File: config.mk
export PLATFORM = sky130hd
export DESIGN_NAME = i2s_tx
export DESIGN_NICKNAME = d
export VERILOG_FILES = /design/src/rtl/i2s_tx.sv
export SDC_FILE = /design/constraint.sdc
export NUM_CORES = 1
export LEC_CHECK = 0
export CAP_MARGIN = 15
export CORE_ASPECT_RATIO = 2
export CORE_MARGIN = 4
export CORE_UTILIZATION = 50
export DETAILED_ROUTE_END_ITERATION = 10
export PLACE_DENSITY_LB_ADDON = 0.05
export SLEW_MARGIN = 20
export SYNTH_ARGS = -nofsm -noshare
export SYNTH_HDL_FRONTEND = slang
export SYNTH_SLANG_ARGS = --single-unit
File: constraint.sdc
create_clock -name baseclk -period 3.2 [get_ports baseclk]
set_input_delay 0.48 -clock baseclk [delete_from_list [all_inputs] [get_ports baseclk]]
set_output_delay 0.48 -clock baseclk [all_outputs]
set_load 0.05 [all_outputs]
File: src/rtl/i2s_tx.sv
// ============================================================================
// Module   : i2s_tx
// Purpose  : I2S transmitter. Accepts stereo sample pairs into a single-entry
//            holding register over a valid/ready handshake, divides baseclk
//            down to bclk, and shifts each channel out MSB-first in standard
//            I2S framing (lrck leads the MSB by one bclk period). Slots are
//            zero-padded after the LSB. A frame that starts while the holding
//            register is empty is sent as silence and reported as an underrun.
// Ports    : baseclk      - system clock, all flops
//            reset_pre1   - asynchronous reset, active low
//            enable       - 1 = run serial clocks, 0 = hold outputs idle
//            s_valid      - sample pair valid
//            s_ready      - holding register empty
//            s_left       - left sample (two's complement)
//            s_right      - right sample (two's complement)
//            bclk         - I2S bit clock
//            lrck         - word select, 0 = left, 1 = right
//            sdata        - serial data, changes with bclk falling
//            underrun     - one-cycle pulse, frame started with no data
//            underrun_cnt - saturating underrun count
// Revision : 1.0 - initial release
// ============================================================================
`default_nettype none

module i2s_tx #(
  parameter int BCLK_DIV = 4,   // baseclk cycles per bclk half-period
  parameter int SAMPLE_W = 16,  // bits per channel sample
  parameter int SLOT_W   = 32   // bclk periods per channel slot
) (
  input  logic                baseclk,
  input  logic                reset_pre1,
  input  logic                enable,
  input  logic                s_valid,
  output logic                s_ready,
  input  logic [SAMPLE_W-1:0] s_left,
  input  logic [SAMPLE_W-1:0] s_right,
  output logic                bclk,
  output logic                lrck,
  output logic                sdata,
  output logic                underrun,
  output logic [7:0]          underrun_cnt
);

  localparam int DIV_W = (BCLK_DIV > 1) ? $clog2(BCLK_DIV) : 1;
  localparam int BIT_W = $clog2(2 * SLOT_W);

  localparam logic [DIV_W-1:0] DIV_LAST = DIV_W'(BCLK_DIV - 1);
  localparam logic [BIT_W-1:0] BIT_LAST = BIT_W'(2 * SLOT_W - 1);
  localparam logic [BIT_W-1:0] LRCK_LO  = BIT_W'(SLOT_W - 1);
  localparam logic [BIT_W-1:0] LRCK_HI  = BIT_W'(2 * SLOT_W - 2);

  // --------------------------------------------------------------------------
  // State
  // --------------------------------------------------------------------------
  logic [DIV_W-1:0]    div_cnt;
  logic [BIT_W-1:0]    bit_cnt;
  logic [SAMPLE_W-1:0] hold_left;
  logic [SAMPLE_W-1:0] hold_right;
  logic [SAMPLE_W-1:0] shadow_left;
  logic [SAMPLE_W-1:0] shadow_right;

  // --------------------------------------------------------------------------
  // Next-state helpers
  // --------------------------------------------------------------------------
  logic                div_wrap;
  logic                fall_event;
  logic                frame_load;
  logic [BIT_W-1:0]    bit_next;
  logic [SAMPLE_W-1:0] shadow_left_next;
  logic [SAMPLE_W-1:0] shadow_right_next;
  logic                lrck_next;
  logic                sdata_next;

  assign div_wrap   = (div_cnt == DIV_LAST);
  // bclk is about to toggle 1->0: this edge starts a new bit period.
  assign fall_event = enable && div_wrap && bclk;
  assign bit_next   = (bit_cnt == BIT_LAST) ? '0 : bit_cnt + BIT_W'(1);
  assign frame_load = fall_event && (bit_next == '0);

  // The MSB of the left word goes out on the very edge that loads the shadow,
  // so serialization works from the value the shadow is about to take.
  // An empty holding register (s_ready=1) at load time means silence.
  always_comb begin
    shadow_left_next  = shadow_left;
    shadow_right_next = shadow_right;
    if (frame_load) begin
      shadow_left_next  = s_ready ? '0 : hold_left;
      shadow_right_next = s_ready ? '0 : hold_right;
    end
  end

  // Word select switches one bit period ahead of each channel's MSB.
  assign lrck_next = (bit_next >= LRCK_LO) && (bit_next <= LRCK_HI);

  // Bit position b carries left[SAMPLE_W-1-b] in the left slot and
  // right[SAMPLE_W-1-(b-SLOT_W)] in the right slot; padding bits are zero.
  always_comb begin
    sdata_next = 1'b0;
    for (int i = 0; i < SAMPLE_W; i++) begin
      if (bit_next == BIT_W'(SAMPLE_W - 1 - i)) begin
        sdata_next = shadow_left_next[i];
      end
      if (bit_next == BIT_W'(SLOT_W + SAMPLE_W - 1 - i)) begin
        sdata_next = shadow_right_next[i];
      end
    end
  end

  // --------------------------------------------------------------------------
  // Serial clock generation, framing and sample buffering
  // --------------------------------------------------------------------------
  always_ff @(posedge baseclk or negedge reset_pre1) begin
    if (!reset_pre1) begin
      div_cnt      <= '0;
      bit_cnt      <= BIT_LAST;
      bclk         <= 1'b0;
      lrck         <= 1'b0;
      sdata        <= 1'b0;
      s_ready      <= 1'b1;
      underrun     <= 1'b0;
      underrun_cnt <= 8'd0;
      hold_left    <= '0;
      hold_right   <= '0;
      shadow_left  <= '0;
      shadow_right <= '0;
    end else begin
      underrun <= 1'b0;

      if (enable) begin
        if (div_wrap) begin
          div_cnt <= '0;
          bclk    <= ~bclk;
        end else begin
          div_cnt <= div_cnt + DIV_W'(1);
        end
        if (fall_event) begin
          bit_cnt <= bit_next;
          lrck    <= lrck_next;
          sdata   <= sdata_next;
        end
      end else begin
        // Park at the end of a frame so re-enabling begins with a fresh load.
        div_cnt <= '0;
        bit_cnt <= BIT_LAST;
        bclk    <= 1'b0;
        lrck    <= 1'b0;
        sdata   <= 1'b0;
      end

      if (frame_load) begin
        shadow_left  <= shadow_left_next;
        shadow_right <= shadow_right_next;
        if (s_ready) begin
          underrun <= 1'b1;
          if (underrun_cnt != 8'hFF) begin
            underrun_cnt <= underrun_cnt + 8'd1;
          end
        end
      end

      // A load only drains a full register and a transfer only fills an empty
      // one, so the two never act together. A transfer coinciding with a load
      // of an empty register lands in holding for the following frame.
      if (!s_ready) begin
        if (frame_load) begin
          s_ready <= 1'b1;
        end
      end else if (s_valid) begin
        hold_left  <= s_left;
        hold_right <= s_right;
        s_ready    <= 1'b0;
      end
    end
  end

endmodule

`default_nettype wire
# Word level (Yosys, flattened, before mapping)

Cells that the tools add are included.

Add/subtract/negate cells: 3
Order comparisons: 2
Equality and inequality tests: 36
Multiplexer cells: 52
Bitwise logic cells: 1
Reduce and logical (&&, ||, !) cells: 7

Operators with widths:

| cell                | number |
|---|---|
| $eq 6x6->1 const B  | 17 |
| $mux 16             | 4 |
| $eq 6x4->1 const B  | 8 |
| $mux 1              | 43 |
| $eq 6x3->1 const B  | 4 |
| $mux 6              | 3 |
| $eq 6x2->1 const B  | 2 |
| $add 8x1->8 const B | 1 |
| $ne 8x8->1 const B  | 1 |
| $add 6x1->6 const B | 1 |
| $eq 6x1->1 const B  | 1 |
| $ge 6x5->1 const B  | 1 |
| $le 6x6->1 const B  | 1 |
| $logic_not 6->1     | 1 |
| $logic_and 1x1->1   | 4 |
| $mux 2              | 2 |
| $ne 2x1->1 const B  | 2 |
| $reduce_and 3->1    | 1 |
| $add 2x1->2 const B | 1 |
| $eq 2x2->1 const B  | 1 |
| $reduce_and 2->1    | 1 |
| $not 1->1           | 1 |

Register bits: 85
Input bits: 36
Output and inout bits: 13
Logic and storage cells: 113

# Longest topological paths before layout

Gate-level depths: netlist of run 1.

Word-level depth: 39
Depth in mapped cells: 12
Depth with buffers taken out: 10

# Worst setup path after synthesis of run 1

OpenSTA, ideal clock, no wires.

Path type: register -> register
From: reg bit_cnt[1]
To: reg sdata
Library setup time: 0.066 ns
Data arrival time: 2.565 ns
Required time: 3.134 ns
Setup slack: 0.569 ns
Cell stages (with the launch flop): 12
Buffers on the path: 1
Clock period less this slack: 2.631 ns
Path through: dfstp_2 ha_1 and3_1 buf_4 nand3_4 o22ai_4 mux2_1 o221ai_1 a21oi_1 a2111oi_2 o211ai_1 nand2_1

Cells in the longest elaborated chain, start to end: 39
Elaborated cells between the ends (all ways): 72
Those cells by class: add/sub: 1; eq/ne: 32; mux: 37; reduce/logical: 2

Ends and longest elaborated chain:

| item                                             | line    | RTL |
|---|---|---|
| start, declared                                  | 56      | `logic [BIT_W-1:0] bit_cnt;` |
| start signal, assigned                           | 137     | `bit_cnt <= bit_next;` |
| $add 6x1->6 / $eq 6x6->1 (equally long branches) | 77      | `assign bit_next = (bit_cnt == BIT_LAST) ? '0 : bit_cnt + BIT_W'(1);` |
| $mux 6 (*)                                       | 77      |  |
| $logic_not 6->1                                  | 78, 100 |  |
| $logic_and 1x1->1                                | 78      | `assign frame_load = fall_event && (bit_next == '0);` |
| $mux 16                                          | 86      | `if (frame_load) begin` |
| $mux 1                                           | 100     | `if (bit_next == BIT_W'(SAMPLE_W - 1 - i)) begin` |
| $mux 1                                           | 103     | `if (bit_next == BIT_W'(SLOT_W + SAMPLE_W - 1 - i)) begin` |
| $mux 1                                           | 100     |  |
| [23 not listed]                                  | --      |  |
| $mux 1                                           | 100     |  |
| $mux 1                                           | 103     |  |
| $mux 1                                           | 100     |  |
| $mux 1                                           | 103     |  |
| $mux 1                                           | 100     |  |
| $mux 1 (*)                                       | 103     |  |
| $mux 1 (*)                                       | 136     | `if (fall_event) begin` |
| $mux 1 (*)                                       | 129     | `if (enable) begin` |
| end signal, assigned                             | 139     | `sdata <= sdata_next;` |
| end, declared                                    | 39      | `output logic sdata,` |

Every way passes the cells marked *; elsewhere a longest branch is shown, timed or not. The select of a mux whose other input is x is not followed.
A chain may end at the register's enable or synchronous reset.

# Worst setup path in the final report of run 1

Ends and elaborated chain as after synthesis.

==> results.md, run 1 <==
- Worst-case reg-to-reg path depth: 11
- Antenna-violating nets left: 0
- Async SR Flop Fraction: between 90% and 100%
- Post-DP HPWL: slightly above 8000 microns
- Wirelength per Cell: approximately 19 microns
- DR DRC count: 0
- Post-synth EDFFs: 0
- Outcome: complete, no violations
- Clock tree buffer depth: 2
- Crit path from: bit_cnt[1]
- Top layer reached by signal wires: met4
- Post-Route WL: about 11,000 microns
- Avg Inst Size Synth: around 10 sq um
- Chip Width: around 75 microns
- Post-Syn Area: roughly 4500 sq um
- Skew-Pair Late Insertion Delay: approximately 340 ps
- Via/cell ratio: 5.83
- Routed length on met3: 452 microns
- Layout cells sized above 1: 19.0%
- Hold Buf Count CTS: 0
- Final Wtd Congestion: around 0.95
- Placement Setup Slack: 104 ps
- Rel. slew slack: approximately 48%
- Metal-1 WL: about 4400 microns
- RSZ-0062 raised after global routing: false
- Gate Count Post-Synth: 448
- Clk slew on worst S/H paths: around 60 ps
- Power per cell area: around 470 nW/um^2
- Layout Skew: between 6 and 7 ps
- Port buffer count: 48
- Synth Flop Type: dfrtp_1
- CTS sink cnt: 85
- CTS H-tree lvls: 3
- Static Leak: about 2.5 nW
- Detail Route met2 WL: 6080 microns
- TritonCTS Buffers: 9
- Final net count: around 540
- Yosys reg bits: between 80 and 90
- WS Path Type: reg2reg
- Fin worst setup slack: about 190 ps
- Iter 0 DRT Violations: between 400 and 500
- Maximum clock frequency: 0.332 GHz
- N_diodes: 0
- Final period demand of the worst path: 3010 ps
- DIE HEIGHT: 142 microns
- R2R Setup Slk: 190 ps
- Max Slew Vio Count: 0
- Global route overflow: 0
- First-pass GRT wire length: 18,600 microns
- Die area: 10,700 sq um
- Final Hold Fails: 0
- CP Data Arrival Time: about 3200 ps
- Crit path capture: sdata
- Initial Util: between 50% and 60%
- CP Max Fanout: 11
- Class of the worst hold path: in2async
- Terminus of the critical flop-to-flop path: sdata
- Row cnt: 48
- Reg-to-reg startpoint: bit_cnt[1]
- Root Driver: clkbuf_16
- Area delta synth->final: 20.7%
- Area leader, netlist: dfrtp_1
- Total GRT Usage: 23.4%
- TritonCTS clock tree: done
- Crit share post-route: between 90% and 100%
- Sequential element share of the synthesized area: a little under half
- Syn nets: 491
- VDD IR max: about 0.00037 V
- Synth area leaders: dfrtp_1 43%, mux2_2 9.0%, nand2_1 6.3%
- Worst slew pin tran: between 700 and 800 ps
- Largest net degree at the start of global routing: 86
- Post-synth top area share: between 40% and 50%
- First drt pass iteration count: 4
- CP startpoint kind: register
- Core Area: 8710 sq um
- Number of global-route vias before repair: around 3,700
- Warnings, synthesis: 0
- Total I/O pin count: 49
- Via count: between 3,000 and 4,000
- Max_cap viols: 0
- Crit. End Element: register
- Antenna violations before repair: 0
- Final Util: 62.4%
- Setup violations, final: 0
- Synth cell types: 65
- Setup TNS: 0 ps
- Critical Path RT: 3420 ps
[layer usage]
metal	GRT usage [%]	vias to the layer above
met3	4.03	29
met5	0	-
met4	11.8	0
met2	39.8	111
met1	27.3	1697
li1	-	1695
[registers in the layout (all words and copies together) (netlist names)]
signal,flops
bit_cnt,6
underrun,1
lrck,1
s_ready,1
hold_left,16
sdata,1
hold_right,16
shadow_left,16
bclk,1
shadow_right,16
div_cnt,2
underrun_cnt,8
[synth_stat cells (all sizes together) (2+ instances only)]
cell type   n
nand3      23
inv        23
and2        5
o211ai      9
nand4       3
buf        13
and3b       2
a32oi       3
xor2        4
o22ai       5
o22a        2
a21o        3
o21ai      36
dfstp       7
xnor2       6
nand2b      2
a21oi      17
a221oi      5
nand4b      3
a211oi      3
mux2       40
and3       11
nor3b       3
dfrtp      78
a31oi       4
ha          7
mux2i       4
nor2       12
o31ai       3
nor3        6
clkbuf     12
nand2      78
[through the flow]
stage	area, sq um	total power, mW	hold WS (ps)	cells
floorplan	4500	1.40	184	448
global placement	5100	1.51	425	587
detailed placement	5100	1.52	438	587
CTS	5400	2.57	377	603
global route	5430	2.66	248	606
finish	5430	2.55	177	606
[cells by family (layout without fill, tap and decap cells)]
family,after synthesis,count (layout),synth area share [%]
XOR/XNOR,10,10,1.95
adder cells (fa/ha/maj),7,7,1.95
AO/OA/AOI/OAI,102,102,16.3
AND/OR/NAND/NOR,151,151,16.7
flip-flops,85,85,47.5
multiplexers,44,44,10.9
buffers and inverters,49,107,4.75
[critical path, stage by stage, from the launching register on]
cell and delay, ps:
dfstp_2 630, ha_2 290, and3_2 280, nand3_4 130
o22ai_4 270, buf_4 220, mux2_1 160, o21ai_1 60
a311oi_1 300, o211ai_1 200, a221oi_2 270, nand2_1 70
[what timing repair did]
item	CTS	global route
buffers inserted	0	3
setup endpoints to repair	0	1
resized for setup	0	3
endpoints found under the hold margin	0	0
[where the power goes]
part	total [mW]	switching (mW)	internal [mW]
registers	1.24	0.0554	1.18
logic	0.263	0.120	0.143
clock network	1.05	0.424	0.630
[cells in the final DEF (no fill, tap or decap), types with 4 or more instances in the layout]
cell             count
mux2i_1              4
clkbuf_16            9
dfstp_2              7
xnor2_1              6
xor2_1               4
nand2_1             76
a31oi_1              4
a21oi_1             15
mux2_2              36
nor2_1              11
ha_1                 6
nor3_1               6
and2_1               4
nand3_1             21
inv_1               23
o211ai_1             9
o21ai_0             29
clkdlybuf4s50_1     47
dfrtp_1             78
buf_4               19
mux2_1               4
and3_1              10
o21ai_1              6
[worst min path at each step]
stage,from,endpoint,slack [ps],cells after the start
after global routing,reset_pre1,hold_left[15],250,1
after CTS,reset_pre1,hold_left[13],380,1
final,reset_pre1,hold_left[9],180,1
after global placement,div_cnt[0],div_cnt[0],430,1
after detailed placement,div_cnt[0],div_cnt[0],440,1
after floorplan,reset_pre1,bclk,180,0
[final cells by class]
class | count | area [sq um]
clock buffers | 13 | 250
clock inverters | 3 | 46.3
fillers | 740 | 3280
inverters | 24 | 90.1
flip-flops and latches | 85 | 2140
repair buffers | 67 | 624
multi-input cells | 314 | 2160
well taps | 100 | 125
Power figures use the tool's default switching activity.
==> run 2: changes to the inputs <==
--- a/config.mk
+++ b/config.mk
@@ -8,7 +8,7 @@
 export CAP_MARGIN = 15
 export CORE_ASPECT_RATIO = 2
 export CORE_MARGIN = 4
-export CORE_UTILIZATION = 50
+export CORE_UTILIZATION = 40
 export DETAILED_ROUTE_END_ITERATION = 10
 export PLACE_DENSITY_LB_ADDON = 0.05
 export SLEW_MARGIN = 20
==> results.md, run 2 (synthesis results as in run 1) <==
- TritonCTS clock tree: done
- Area delta synth->final: 23.0%
- CTS H-tree lvls: 3
- Final Wtd Congestion: between 0.8 and 0.9
- Antenna-violating nets left: 0
- N_diodes: 0
- Terminus of the critical flop-to-flop path: sdata
- Non-Filler Instances: 647
- R2R Setup Slk: 170 ps
- Total GRT Usage: 19.2%
- CP Data Arrival Time: between 3000 and 4000 ps
- Fillers: roughly 1,100
- Most frequent cells in the layout: 78 x dfrtp_1, 76 x nand2_1, 47 x clkdlybuf4s50_1
- WS Path Type: reg2reg
- Iter 0 DRT Violations: about 150
- Final net count: between 500 and 600
- Layout Skew: 7.68 ps
- Class of the worst hold path: in2async
- Post-Route WL: 11,900 microns
- Outcome: complete, no violations
- Multi-input combinational cell area: 2150 sq um
- DIE HEIGHT: around 160 microns
- Max Slew Vio Count: 0
- Register area: ~2100 sq um
- CTS sink cnt: 85
- Die area: ~13,000 sq um
- Maximum clock frequency: 0.330 GHz
- First drt pass iteration count: 4
- Clk slew on worst S/H paths: 70 ps
- Power per cell area: slightly below 500 nW/um^2
- Hold Buf Count CTS: 0
- Layout cells sized above 1: between 10% and 20%
- Detail Route met2 WL: 6550 microns
- Global route overflow: 0
- Root Driver: clkbuf_16
- Setup violations, final: 0
- Antenna violations before repair: 0
- # Post-CTS Setup Buffers: 0
- TritonCTS Buffers: 9
- Via/cell ratio: between 5 and 6
- DR DRC count: 0
- Worst-case reg-to-reg path depth: 11
- Final Util: between 50% and 60%
- Crit. End Element: register
- Crit share post-route: around 95%
- Worst slew pin tran: between 700 and 800 ps
- CP Max Fanout: 13
- CP startpoint kind: register
- Skew-Pair Late Insertion Delay: approximately 340 ps
- Routed length on met3: around 360 microns
- RSZ-0062 raised after global routing: false
- Port buffer count: 48
- Row cnt: between 50 and 60
- Metal-1 WL: about 4600 microns
- Reg-to-reg startpoint: bit_cnt[0]
- Final Hold Fails: 0
- Wirelength per Cell: roughly 18 microns
- CTS resizes: 0
- Top layer reached by signal wires: met4
- Number of global-route vias before repair: approximately 3,800
- Initial Util: between 40% and 50%
- Rel. slew slack: 50.2%
- Core Area: ~11,000 sq um
- Largest net degree at the start of global routing: 58
- Leading cell type in the layout, fill and taps excluded: dfrtp_1
- Clock tree buffer depth: 2
- Post-DP HPWL: 9160 microns
- VDD IR max: approximately 0.00032 V
- First-pass GRT wire length: ~20,000 microns
- Final period demand of the worst path: 3030 ps
- Setup TNS: 0 ps
- Static Leak: 2.51 nW
- Chip Width: ~83 microns
- Total I/O pin count: 49
- Max_cap viols: 0
- Critical Path RT: 3480 ps
- Via count: 3,524
- Placed cells: 631
## run 2: power breakdown
part | switching, mW | internal, mW | leakage [nW]
Clock | 0.444 | 0.792 | 0.174
Sequential | 0.0561 | 1.18 | 1.09
Combinational | 0.125 | 0.144 | 1.25
Total | 0.625 | 2.12 | 2.51
## run 2: critical path: stages (launching register included)
cell and delay (ps):
dfstp_2 660, ha_1 330, and3_1 270, nand3_4 130, o22ai_4 240, buf_4 240, mux2_2 390, a32oi_1 200
nand4b_1 120, a31oi_1 200, o211ai_1 110, nand2_1 80
## run 2: worst max-delay path by stage
stage	depth (start not counted)	to	startpoint	slack [ps]
final	11	sdata	bit_cnt[0]	170
after global routing	11	sdata	bit_cnt[0]	20
after CTS	11	sdata	bit_cnt[0]	190
after detailed placement	11	sdata	enable	200
after global placement	11	sdata	bit_cnt[0]	230
after floorplan	11	sdata	bit_cnt[1]	570
## run 2: cell type report
cell class	count	share of cell area (%)
well taps	140	3.16
flip-flops and latches	85	38.6
clock buffers	10	4.32
clock inverters	6	2.10
inverters	24	1.63
multi-input cells	314	38.9
repair buffers	68	11.3
## run 2: per-stage QoR
step / area, sq um / hold WS (ps) / setup slack, ps / total power, mW
5_1_grt: 5540 / 255 / 22.4 / 2.87
2_1_floorplan: 4500 / 184 / 569 / 1.40
3_3_place_gp: 5180 / 426 / 227 / 1.52
6_report: 5540 / 201 / 174 / 2.74
3_5_place_dp: 5180 / 437 / 197 / 1.53
4_1_cts: 5540 / 229 / 187 / 2.78
## run 2: metal layers
metal  GRT usage [%]  vias up
met5               0        -
met4            9.20        0
met3            3.28       25
met2            36.1       79
met1            20.7     1718
li1                -     1702
==> variant: new RTL, settings of run 1 <==
Make the reset (`reset_pre1`) synchronous in one clocked block. Comments in the files are not updated.
--- a/src/rtl/i2s_tx.sv
+++ b/src/rtl/i2s_tx.sv
@@ -109,7 +109,7 @@
   // --------------------------------------------------------------------------
   // Serial clock generation, framing and sample buffering
   // --------------------------------------------------------------------------
-  always_ff @(posedge baseclk or negedge reset_pre1) begin
+  always_ff @(posedge baseclk) begin
     if (!reset_pre1) begin
       div_cnt      <= '0;
       bit_cnt      <= BIT_LAST;
Check against the original RTL: differs if reset_pre1 is asserted again (counterexample within 4 cycles, from zero or initial values and one cycle with reset_pre1 low); with reset_pre1 held inactive, the same outputs for 10 cycles.
==> variant against run 1 <==
- sequential share of layout area is 8.8 points lower
- critical path depth is 1 lower
- routed wire length is 6.2% higher
- count of clock-buffer cells in the layout is 1 lower
- total power is 4.9% lower
- combinational power is 46% lower
- area after synthesis is 1.1% higher
- sequential cell count stayed put
- worst setup slack better by 0.034 ns
- core utilization hardly changed
- final area is 2.7% higher
- critical endpoint is now sdata
- largest cell class unchanged
==> variant: results (changes against run 1) <==
Setup path
  – R2R Path Start: bit_cnt[0]
  – Critical Path Stages: 10 (-1)
  – Slowest stage cell, crit path: a21boi_4
  – Worst Path Max Fanout: 9 (-2)
  – R2R Setup Slk: 0.23 ns (+0.03 ns)

Route
  – WL/cell: 17.1 um (-8.6%)

Final layout
  – Layout clock area frac: 0.0616 (+0.00706)
  – # clk buffers: 12 (-1)
  – Multi-input combinational cell count: 407 (+30%)
  – Share of cells above drive strength 1: 0.118 (-0.0718)
  – Fin util: 0.624 (about the same)
  – Number of non-clock inverters: 12 (-50%)
  – Fillcell total: 819 (+11%)

GRT
  – Vias in the first global route: 4119 (+11%)
  – Total Routing Usage GR: 0.237 (+0.00370)
  – M1 GR Usage: 0.250 (-0.0224)

Status
  – Status: complete, no violations

Timing
  – Worst Clk Skew: 0.0108 ns (+0.00483 ns)
  – Worst-Margin Slew: 0.586 ns (-0.193 ns)

Synth
  – Syn_area_per_cell: 8.40 um2 (-16%)
  – Net Count, Synth: 585 (+19%)
  – Sequential share of the synthesized area: 0.374 (-0.101)
  – Post-synth ARST share: 0 (-1.00)
  – Cell variety after synth: 72 (+11%)

Power and ir drop
  – Peak supply drop: 0.395 mV (+6.6%)
  – Static leakage: 0.00203 uW (-18%)
[variant: cell count changes after synthesis, moves of 16 or more]
| cell | run 1 | this run |
|---|---|---|
| nor2b_1 | 0 | 31 |
| dfrtp_1 | 78 | 0 |
| o21ai_0 | 29 | 13 |
| and2_1 | 4 | 21 |
| dfxtp_1 | 0 | 85 |
| mux2_2 | 36 | 3 |
| nand2_1 | 76 | 100 |
| clkbuf_1 | 12 | 28 |
| a21boi_0 | 1 | 47 |
[variant: power breakdown]
group | total, uW | switching, uW | internal (uW) | leakage, uW
combinational | 142 | 69.4 | 72.9 | 0.00117
clock | 1190 | 437 | 752 | 0.000169
sequential | 1100 | 13.6 | 1080 | 0.000690
total | 2430 | 520 | 1910 | 0.00203
[variant: kinds of logic (layout without fill, tap and decap cells)]
group           after synthesis  in the layout  share of synthesized area
simple gates                221            221                      0.245
mux                          16             16                     0.0401
buf+inv                      50            110                     0.0478
fa+ha+maj                     7              7                     0.0192
xor+xnor                      9              9                     0.0190
flops                        85             85                      0.374
compound gates              154            154                      0.255
